==> src/rtl/core_ctrl_pkg.sv <==
// Shared control definitions for the operand-B issue path: opcodes, MuxOpB select
// encodings, skid-buffer state and the decoded-entry record.
package core_ctrl_pkg;

  localparam int OPB_SEL_W = 2;

  localparam logic [6:0] OPC_OP     = 7'b0110011;
  localparam logic [6:0] OPC_BRANCH = 7'b1100011;
  localparam logic [6:0] OPC_OP_IMM = 7'b0010011;
  localparam logic [6:0] OPC_LOAD   = 7'b0000011;
  localparam logic [6:0] OPC_JALR   = 7'b1100111;
  localparam logic [6:0] OPC_STORE  = 7'b0100011;
  localparam logic [6:0] OPC_AUIPC  = 7'b0010111;
  localparam logic [6:0] OPC_LUI    = 7'b0110111;
  localparam logic [6:0] OPC_JAL    = 7'b1101111;

  // Encodings must match the MuxOpB input ordering in the datapath.
  typedef enum logic [OPB_SEL_W-1:0] {
    OPB_SEL_RSB = 2'd0,
    OPB_SEL_IMI = 2'd1,
    OPB_SEL_IMS = 2'd2,
    OPB_SEL_PC  = 2'd3
  } opb_sel_e;

  typedef enum logic [1:0] {
    BUF_EMPTY = 2'd0,
    BUF_ONE   = 2'd1,
    BUF_TWO   = 2'd2
  } buf_state_e;

  typedef struct packed {
    opb_sel_e opb_sel;
    logic     rs2_used;
    logic     illegal;
  } dec_entry_t;

  localparam dec_entry_t DEC_ENTRY_ZERO = '{opb_sel: OPB_SEL_RSB, rs2_used: 1'b0, illegal: 1'b0};

endpackage

==> src/rtl/opb_decode.sv <==
// Combinational opcode decode: RV32 instruction word to operand-B select,
// rs2 usage and illegal-opcode flag.
module opb_decode
  import core_ctrl_pkg::*;
(
  input  logic [31:0] inst_i,
  output dec_entry_t  entry_o
);

  logic [6:0] opcode;
  logic       unused_inst;

  assign opcode      = inst_i[6:0];
  assign unused_inst = ^inst_i[31:7];

  always_comb begin
    // NOTE: every output gets a default before the case so no path leaves it unassigned (no latch).
    entry_o = '{opb_sel: OPB_SEL_RSB, rs2_used: 1'b0, illegal: 1'b1};
    case (opcode)
      OPC_OP, OPC_BRANCH:
        entry_o = '{opb_sel: OPB_SEL_RSB, rs2_used: 1'b1, illegal: 1'b0};
      OPC_OP_IMM, OPC_LOAD, OPC_JALR:
        entry_o = '{opb_sel: OPB_SEL_IMI, rs2_used: 1'b0, illegal: 1'b0};
      OPC_STORE:
        entry_o = '{opb_sel: OPB_SEL_IMS, rs2_used: 1'b1, illegal: 1'b0};
      OPC_AUIPC, OPC_LUI, OPC_JAL:
        entry_o = '{opb_sel: OPB_SEL_PC, rs2_used: 1'b0, illegal: 1'b0};
      default: ;
    endcase
  end

endmodule

==> src/rtl/opb_sel_issue_ctrl.sv <==
// Decode-to-execute stage for the operand-B path: decodes fetched instructions into a
// 2-entry skid buffer so io_in_ready depends only on registered state.
module opb_sel_issue_ctrl
  import core_ctrl_pkg::*;
#(
  parameter int CNT_W = 16
) (
  input  logic             clk,
  input  logic             reset,
  input  logic             io_in_valid,
  output logic             io_in_ready,
  input  logic [31:0]      io_in_inst,
  input  logic             io_flush,
  output logic             io_out_valid,
  input  logic             io_out_ready,
  output logic [1:0]       io_out_opb_sel,
  output logic             io_out_rs2_used,
  output logic             io_out_illegal,
  output logic [CNT_W-1:0] io_issue_count
);

  buf_state_e       state_q, state_d;
  dec_entry_t       head_q, head_d;
  dec_entry_t       skid_q, skid_d;
  logic [CNT_W-1:0] count_q, count_d;
  dec_entry_t       dec_entry;
  logic             in_fire;
  logic             out_fire;

  opb_decode u_decode (
    .inst_i  (io_in_inst),
    .entry_o (dec_entry)
  );

  assign io_in_ready     = (state_q != BUF_TWO);
  assign io_out_valid    = (state_q != BUF_EMPTY);
  assign io_out_opb_sel  = head_q.opb_sel;
  assign io_out_rs2_used = head_q.rs2_used;
  assign io_out_illegal  = head_q.illegal;
  assign io_issue_count  = count_q;

  assign in_fire  = io_in_valid & io_in_ready & ~io_flush;
  assign out_fire = io_out_valid & io_out_ready;

  always_comb begin
    state_d = state_q;
    head_d  = head_q;
    skid_d  = skid_q;
    count_d = count_q;

    // Execute already saw a same-cycle handshake, so it counts even under flush.
    if (out_fire) count_d = count_q + CNT_W'(1);

    case (state_q)
      BUF_EMPTY: begin
        if (in_fire) begin
          head_d  = dec_entry;
          state_d = BUF_ONE;
        end
      end
      BUF_ONE: begin
        if (in_fire && out_fire) begin
          head_d = dec_entry;
        end else if (in_fire) begin
          skid_d  = dec_entry;
          state_d = BUF_TWO;
        end else if (out_fire) begin
          state_d = BUF_EMPTY;
        end
      end
      BUF_TWO: begin
        if (out_fire) begin
          head_d  = skid_q;
          state_d = BUF_ONE;
        end
      end
      default: state_d = BUF_EMPTY;
    endcase

    if (io_flush) state_d = BUF_EMPTY;
  end

  always_ff @(posedge clk) begin
    // NOTE: state updates use non-blocking assignments so every register samples pre-edge values.
    if (reset) begin
      state_q <= BUF_EMPTY;
      // NOTE: the entry registers are reset because the output fields must read 0 after reset.
      head_q  <= DEC_ENTRY_ZERO;
      skid_q  <= DEC_ENTRY_ZERO;
      count_q <= '0;
    end else begin
      state_q <= state_d;
      head_q  <= head_d;
      skid_q  <= skid_d;
      count_q <= count_d;
    end
  end

endmodule

==> config.mk <==
export PLATFORM = sky130hd
export DESIGN_NAME = opb_sel_issue_ctrl
export DESIGN_NICKNAME = d
export VERILOG_FILES = /design/src/rtl/core_ctrl_pkg.sv /design/src/rtl/opb_decode.sv /design/src/rtl/opb_sel_issue_ctrl.sv
export SDC_FILE = /design/constraint.sdc
export NUM_CORES = 1
export LEC_CHECK = 0
export CORE_UTILIZATION = 41
export DETAILED_ROUTE_END_ITERATION = 10
export GPL_ROUTABILITY_DRIVEN = 0
export PLACE_DENSITY = 0.79
export SYNTH_ARGS = -nofsm -noshare
export SYNTH_HDL_FRONTEND = slang
export SYNTH_HIERARCHICAL = 1
export SYNTH_SLANG_ARGS = --single-unit
==> constraint.sdc <==
create_clock -name clk -period 2.7 [get_ports clk]
set_clock_uncertainty 0.2 [all_clocks]
set_input_delay 0.675 -clock clk [delete_from_list [all_inputs] [get_ports clk]]
set_output_delay 0.675 -clock clk [all_outputs]
set_load 0.005 [all_outputs]
# Word level (Yosys, flattened, before mapping)
# Index checks and enable logic that the tools add are counted.
[word_totals]
ram_bits = 0
mem_bits_ro = 0
inputBits = 37
out_inout_bits = 22
memories = 0
latchBits = 0
elab_cells = 53
register_bits = 26
[classes]
mul = 0
muxes = 11
n_addsub = 1
n_bitwise = 5
n_lt_le_gt_ge = 0
n_reduce_logical = 11
n_shift = 0
div = 0
n_eq_ne = 17
[op_table]
columns = ["cell", "n"]
rows = [
  ["7-bit by 6-bit equality test with 1-bit output (second input constant)", 3],
  ["7-bit equality test (second input constant)", 3],
  ["16-bit by 1-bit adder with 16-bit output (second input constant)", 1],
  ["4-bit case mux with 4 select lines", 1],
  ["7-bit by 5-bit equality test with 1-bit output (second input constant)", 2],
  ["4-bit 2-to-1 mux", 3],
  ["4-bit case mux with 3 select lines", 1],
  ["2-bit 2-to-1 mux", 5],
  ["2-bit != test (second input constant)", 5],
  ["4-bit AND reduction", 2],
  ["7-bit by 2-bit equality test with 1-bit output (second input constant)", 1],
  ["2-bit case mux with 3 select lines", 1],
  ["3-bit OR reduction", 2],
  ["2-bit OR reduction", 2],
  ["1-bit AND", 3],
  ["3-bit != test (second input constant)", 1],
  ["3-bit AND reduction", 1],
  ["3-bit nonzero test", 1],
  ["2-bit by 1-bit equality test with 1-bit output (second input constant)", 1],
  ["2-bit equality test (second input constant)", 1],
  ["2-bit zero test", 1],
  ["1-bit NOT", 2],
  ["2-bit nonzero test", 1],
  ["1-bit logical AND", 1],
]

# Longest topological paths before layout
[logic_depth]
word_depth = 6
mapped_depth = 6
depth_no_buf = 5

# Hierarchy
# Netlist, hierarchy kept.
[modules_own_cells]
columns = ["module", "area_each_um2", "cells_per_inst", "n_inst", "seq_area_each_um2"]
rows = [
  ["opb_sel_issue_ctrl", 1206.2, 129, 1, 520.5],
  ["opb_decode", 110.1, 19, 1, 0.0],
]

# Worst setup path after synthesis
# OpenSTA, ideal clock, no wires.
[synth_timing]
kind = "input to register"
from = "input port io_out_ready"
to = "register count_q[15], in the netlist io_issue_count[15]"
arrival_ns = 1.819
required_time_ns = 2.379
setup_ns = 0.121
slack_ns = 0.561
path_buffers = 2
stages = 6
path_cell_list = "clkbuf_2 o2111ai_2 or2_1 clkbuf_2 nor4_1 mux2_2"
[synth_between]
elab_chain_cells = 1
[synth_lines]
columns = ["element", "line_no", "rtl"]
rows = [
  ["start, declared", "opb_sel_issue_ctrl.sv:15", "input logic io_out_ready,"],
  ["1-bit AND", "opb_sel_issue_ctrl.sv:43", "assign out_fire = io_out_valid & io_out_ready;"],
  ["end signal, assigned", "opb_sel_issue_ctrl.sv:95", "count_q <= count_d;"],
  ["end, declared", "opb_sel_issue_ctrl.sv:25", "logic [CNT_W-1:0] count_q, count_d;"],
]
# No other way between the ends.
# A chain may end at the register's enable or synchronous reset.

# Worst setup path in the final report
[layout_timing]
from = "register state_q[0]"
to = "output port io_in_ready"
[layout_between]
elab_chain_cells = 1
[layout_lines]
columns = ["element", "line_no", "rtl"]
rows = [
  ["start, declared", "opb_sel_issue_ctrl.sv:22", "buf_state_e state_q, state_d;"],
  ["start signal, assigned", "opb_sel_issue_ctrl.sv:92", "state_q <= state_d;"],
  ["2-bit != test", "opb_sel_issue_ctrl.sv:35", "assign io_in_ready = (state_q != BUF_TWO);"],
  ["end, declared", "opb_sel_issue_ctrl.sv:11", "output logic io_in_ready,"],
]
# No other way between the ends.

==> results by group <==
Status
  • Outcome: completed

Timing
  • Final cycle utilization of the critical path: a little over nine tenths
  • Max Fclk: approximately 390 MHz
  • Final Hold Violating Endpoints: 0
  • Fin. max-slew vios: 0
  • Tmin final: 2.56 ns
  • RSZ-0062 raised after global routing: false
  • Worst-margin pin slew: ~0.45 ns
  • Max_slew headroom: between 60 and 70%
  • Setup TNS: 0 ns
  • Count of final setup violators: 0

Clocking
  • # hold bufs at CTS: 0
  • Worst skew pair latency: approximately 0.35 ns
  • CTS H-tree lvls: 1
  • CTS tree: yes
  • CTS clock-pin slew for the worst setup and hold paths: 0.15 ns
  • Post-CTS setup buffers: 0
  • Clk sinks: 26
  • Largest buffer count on any clock path: 2
  • Cts repair resizes: 0
  • Cts bufs inserted: 3
  • Clock root buffer: clkbuf_4

Setup path
  • CP max-delay cell: clkdlybuf4s50_1
  • Cell family with most CP delay: buffers and inverters
  • Cell Chain, Critical Path: nand2b_2 > clkdlybuf4s50_1
  • CP peak stage delay: approximately 0.54 ns
  • Worst EP arrival: 1.68 ns
  • Crit path buf inv count: 1
  • CP Max Fanout: 8
  • Crit path kind: flip-flop to primary output
  • Worst EP required: 1.82 ns
  • Crit. End Element: primary output
  • Worst Setup Start Kind: flip-flop

GRT
  • Met2 Track Usage GR: between 30% and 40%
  • Initial antenna violation count: 0
  • Met1 Use GR: a little under a quarter
  • Gr usage total: 19.9%
  • Met3 Use GR: 4.18%
  • First-pass GRT wire length: between 5 and 6 mm
  • Top Usage Layer GRT: met2
  • Largest net degree at the start of global routing: 18
  • Vias in the first global route: between 1000 and 1500
  • Overflow after GRT: 0

Routing
  • Routed len/inst: around 14 um
  • Vias post-DR: ~1200
  • Routed vias/inst: approximately 5.3
  • Detailed Route Iter0 Violations: 31
  • Antenna Nets Post-Route: 0
  • WL final: just over 3 mm
  • # DRC: 0
  • DRT Pass-1 Iters: 4

Die
  • Die Y-Extent: 58.7 um
  • Std-Cell Rows: 20
  • IO Count: 59
  • Die width: just under 60 um
  • Core footprint: 3050 um2
  • Die footprint: 3440 um2
  • Initial core utilization: a little over two fifths

Layout
  • Nets: roughly 220
  • Final core utilization: just under 60%
  • Area of the multi-input gates: between 700 and 800 um2
  • P&R area growth vs syn: 34.1%
  • Design Area, Final: about 1800 um2
  • Fill cells: between 200 and 300
  • Reg area: 520 um2
  • Ratio of cells with drive above 1 in the final layout: under 10%
  • # diodes: 0

Logic synthesis
  • Cell count after synthesis: 148
  • Yosys warns: 6
  • Mux share of post-synthesis cell area: under 10%
  • Compound-cell area share of the yosys netlist: roughly 12%
  • Post-Synthesis Net Count: 186
  • Synth Cell Area: ~1300 um2
  • Area share of fa/ha/maj cells after synthesis: 0.951%
  • #FFs+latches synth: 26
  • Ranking of synthesized cells by area: dfxtp_1, mux2i_1, nor2_1, xor2_1, nand3_1
  • Seq/Total Area, Yosys: between 30% and 40%
  • Distinct cell type count after synthesis: 43
  • Synth Area per Inst: between 8 and 9 um2
  • Largest family of logic cells by synthesized area: simple AND/OR/NAND/NOR gates
  • Synth area leader: dfxtp_1
  • XOR/XNOR share of the synthesized area: ~6.7%
  • Synth top area share: between 30 and 40%
  • Synth Area in Simple Gates: 27.9%

Min path
  • Hold crit path type: flip-flop to flip-flop

Power
  • Worst vdd ir: about 0.21 mV
  • Power Density: roughly 420 nW/um2
  • Combinational share of power: just over 10%
  • Internal power: around 600 uW
  • P_leak: roughly 0.65 nW
  • Clock share of power: 36.8%
  • Seq pwr share: a little over half
  • Switching Share: a little over a fifth
  • P_sw: roughly 160 uW

Placed design
  • Final HPWL DP: about 2.3 mm
  • IO buf count: 33
  • Placed Instance Area: 1710 um2

Job
  • Max_cap viols: 0
[state kept, by name (all words and copies together) (netlist names)]
name             count
skid_q               4
io_out_rs2_used      1
io_out_opb_sel       2
state_q              2
io_issue_count      16
io_out_illegal       1
[layout make-up]
type	instances	share of cell area, %
sequential	26	29.5
clock inverter	1	1.70
timing repair buffer	39	21.3
tap	44	3.12
clock buffer	3	1.28
inverter	2	0.425
multi-input combinational	113	42.7
[kinds of logic (layout without fill, tap and decap cells)]
kind of cell,after synthesis,after routing
XOR/XNOR,10,10
AND/OR/NAND/NOR,69,69
flip-flops,26,26
buffers and inverters,9,45
multiplexers,12,12
AO/OA/AOI/OAI,21,21
adder cells (fa/ha/maj),1,1
[power groups by stage]
stage	sequential, mW	combinational [mW]	clock [mW]
finish	0.396	0.0773	0.275
CTS	0.396	0.0775	0.277
floorplan	0.403	0.0352	0
global route	0.396	0.0849	0.297
detailed placement	0.404	0.0767	0
global placement	0.403	0.0732	0
[metrics by stage]
| step | hold slack [ns] | total power, mW | instances | worst slack (ns) |
|---|---|---|---|---|
| 4_1_cts | 0.308 | 0.750 | 228 | 0.0726 |
| 3_3_place_gp | 0.276 | 0.476 | 224 | 0.108 |
| 6_report | 0.305 | 0.748 | 228 | 0.143 |
| 3_5_place_dp | 0.283 | 0.481 | 224 | 0.0598 |
| 5_1_grt | 0.329 | 0.778 | 228 | 0.0932 |
| 2_1_floorplan | 0.260 | 0.438 | 148 | 0.561 |
[layer usage]
metal / vias to the layer above / share of wire, %
met3: 7 / 2.9
met1: 567 / 43
li1: 600 / -
met2: 24 / 51
met4: 0 / 2.6
met5: - / 0
[layout by cell type (no fill, tap or decap), types with 3 or more instances in the layout]
| cell type | instances |
|---|---|
| nand2b_1 | 3 |
| nor2_1 | 24 |
| clkdlybuf4s50_1 | 33 |
| xor2_1 | 6 |
| a211oi_1 | 4 |
| dfxtp_1 | 26 |
| clkbuf_4 | 3 |
| nor3_1 | 4 |
| and3_1 | 3 |
| nor4_1 | 3 |
| nand3_1 | 7 |
| xnor2_1 | 4 |
| nand2_1 | 7 |
| mux2i_1 | 11 |
| buf_4 | 6 |
| a21oi_1 | 5 |
[final timing paths]
| check | slack, ns | endpoint | start | depth (start not counted) |
|---|---|---|---|---|
| max | 0.14 | io_in_ready | state_q[0] | 2 |
| min | 0.31 | io_issue_count[14] | io_issue_count[14] | 2 |
| max reg2reg | 0.71 | io_issue_count[15] | state_q[1] | 5 |
| min reg2reg | 0.31 | io_issue_count[14] | io_issue_count[14] | 2 |
[Yosys cell counts, drive strengths merged]
cell type,instances
o31ai,3
inv,2
dfxtp,26
and2b,1
o211a,1
nor3,4
o21ai,3
nand2b,5
a31oi,1
and4b,1
and4,1
a21oi,5
nor4,3
o22a,1
xor2,6
mux2,1
nor2,24
nand3,7
a211oi,4
and3,3
nor2b,2
o21a,1
o2111ai,1
or4,2
or2,2
mux2i,11
clkbuf,5
nand2,7
ha,1
nor3b,1
nand3b,1
or3,2
nand4,3
buf,2
a32o,1
xnor2,4
[worst min-delay path: cells and delay by family (launching register included)]
family	cells	cell delay (ns)
flip-flops	1	0.36
AO/OA/AOI/OAI	2	0.12
Power figures use the tool's default switching activity.
==> edit, RTL diff (same settings) <==
Make the reset (`reset`) asynchronous in one clocked block.
--- a/src/rtl/opb_sel_issue_ctrl.sv
+++ b/src/rtl/opb_sel_issue_ctrl.sv
@@ -81,5 +81,5 @@
   end
 
-  always_ff @(posedge clk) begin
+  always_ff @(posedge clk or posedge reset) begin
     // NOTE: state updates use non-blocking assignments so every register samples pre-edge values.
     if (reset) begin
Check against the original RTL: differs if reset is asserted again (counterexample within 4 cycles, from zero or initial values and one cycle with reset high); with reset held inactive, the same outputs for 10 cycles.
==> edit against the unedited design <==
Synthesized cell count shrank 15%. Area after synthesis grew 0.29%. Sequential cell count is the same. Count of clock-buffer cells in the layout is the same. Worst setup slack gained 0.0073 ns. Final area shrank 0.14%. Final cell count shrank 9.2%. Core utilization shrank 0.082 points. Wire length shrank 16%. Largest cell class is now registers.
Power is not compared: it rests on default switching activity, and its combinational part moved more than twofold at a synthesized area within 25%.
==> edit: results (changes against the unedited design) <==
Global route
  – Met2 usage: 29.22% (-4.8 points)
  – Vias in the first global route: 1015 (-8.9%)
  – GR Layer Usage met3: 1.319% (-2.9 points)

Layout
  – Fin cells: 207 (-9.2%)
  – Area grow syn2layout: 33.55%
  – Layout cell share with drive strength beyond 1: 13.50% (+3.7 points)

Critical path
  – Beginning of the critical path: state_q[1]
  – Reg2reg start: io_issue_count[0]
  – CP max FO: 7 (-1)
  – R2r endpoint: io_issue_count[10]
  – R2R Setup Slk: 1.03 ns (+0.32 ns)

Yosys
  – Ys flop type: dfrtp_1
  – Syn nets: 164 (-12%)
  – Mux share of post-synthesis cell area: 7.583% (-1.6 points)
  – Post-Synth XOR/XNOR Area: 9.953% (+3.3 points)
  – Async set or reset register ratio after synthesis: 100.0% (+100 points)
  – Synth cell types: 39 (-9.3%)
  – Synth Area in Compound Gates: 5.782% (-6.7 points)
  – Top post-synthesis cells by count: dfrtp_1 (26), nand2_1 (23), xnor2_1 (12), nand3_1 (8), nor2_1 (6)

Placed design
  – Worst slack, placed: 0.2454 ns (+0.1857 ns)
  – Cell Area, Placed: 1708 sq um (-0.15%)
  – Post-DP HPWL: 1.949 mm (-15%)

Timing
  – Relative slew slack: 78.95% (+9.4 points)

Route
  – Average vias per placed instance: 4.932 (-6.1%)

Clock tree
  – Worst skew pair latency: 0.32 ns (-0.03 ns)

Outcome
  – Status: finished clean
## edit: cell type report
cell class	instances	share of cell area (%)
repair buffers	34	19.16
multi-input cells	96	37.05
clock inverters	1	1.703
clock buffers	3	1.278
inverters	3	0.6388
well taps	44	3.123
flip-flops and latches	26	37.05
## edit: critical path, stage by stage, from the launching register on
cell             delay (ns)
dfrtp_2                0.49
and2b_1                0.24
inv_2                  0.12
clkdlybuf4s50_1        0.51
## edit: worst min-delay path by stage
stage                             startpoint            endpoint  slack, ns  depth (start not counted)
after floorplan           io_issue_count[15]  io_issue_count[15]       0.27                          1
after global placement    io_issue_count[15]  io_issue_count[15]       0.26                          1
after detailed placement  io_issue_count[15]  io_issue_count[15]       0.27                          1
after CTS                 io_issue_count[15]  io_issue_count[15]       0.30                          1
after global routing      io_issue_count[15]  io_issue_count[15]       0.31                          1
final                     io_issue_count[15]  io_issue_count[15]       0.30                          1
## edit: cells by family after synthesis
kind of cell | Yosys count
adders and majority gates | 1
DFF | 26
buffers and inverters | 4
AOI/OAI and AO/OA | 10
muxes | 9
xor gates and xnor gates | 15
and+or+nand+nor | 61
## edit: what timing repair did
item | in CTS | in global routing
resized for setup | 0 | 3
hold buffers | 0 | 0
buffers inserted | 0 | 0
setup endpoints to repair | 0 | 1
## edit: routing by layer
metal  routed length, um  share of wire [%]
met5                   0                  0
met4                  28                1.1
met3                  71                2.7
met2                1287                 50
met1                1212                 47
## edit: power groups by stage
stage	Combinational, mW	Sequential [mW]	Clock, mW
floorplan	0.0864	0.488	0
global placement	0.196	0.490	0
detailed placement	0.204	0.494	0
CTS	0.206	0.486	0.271
global route	0.224	0.496	0.290
finish	0.202	0.488	0.268
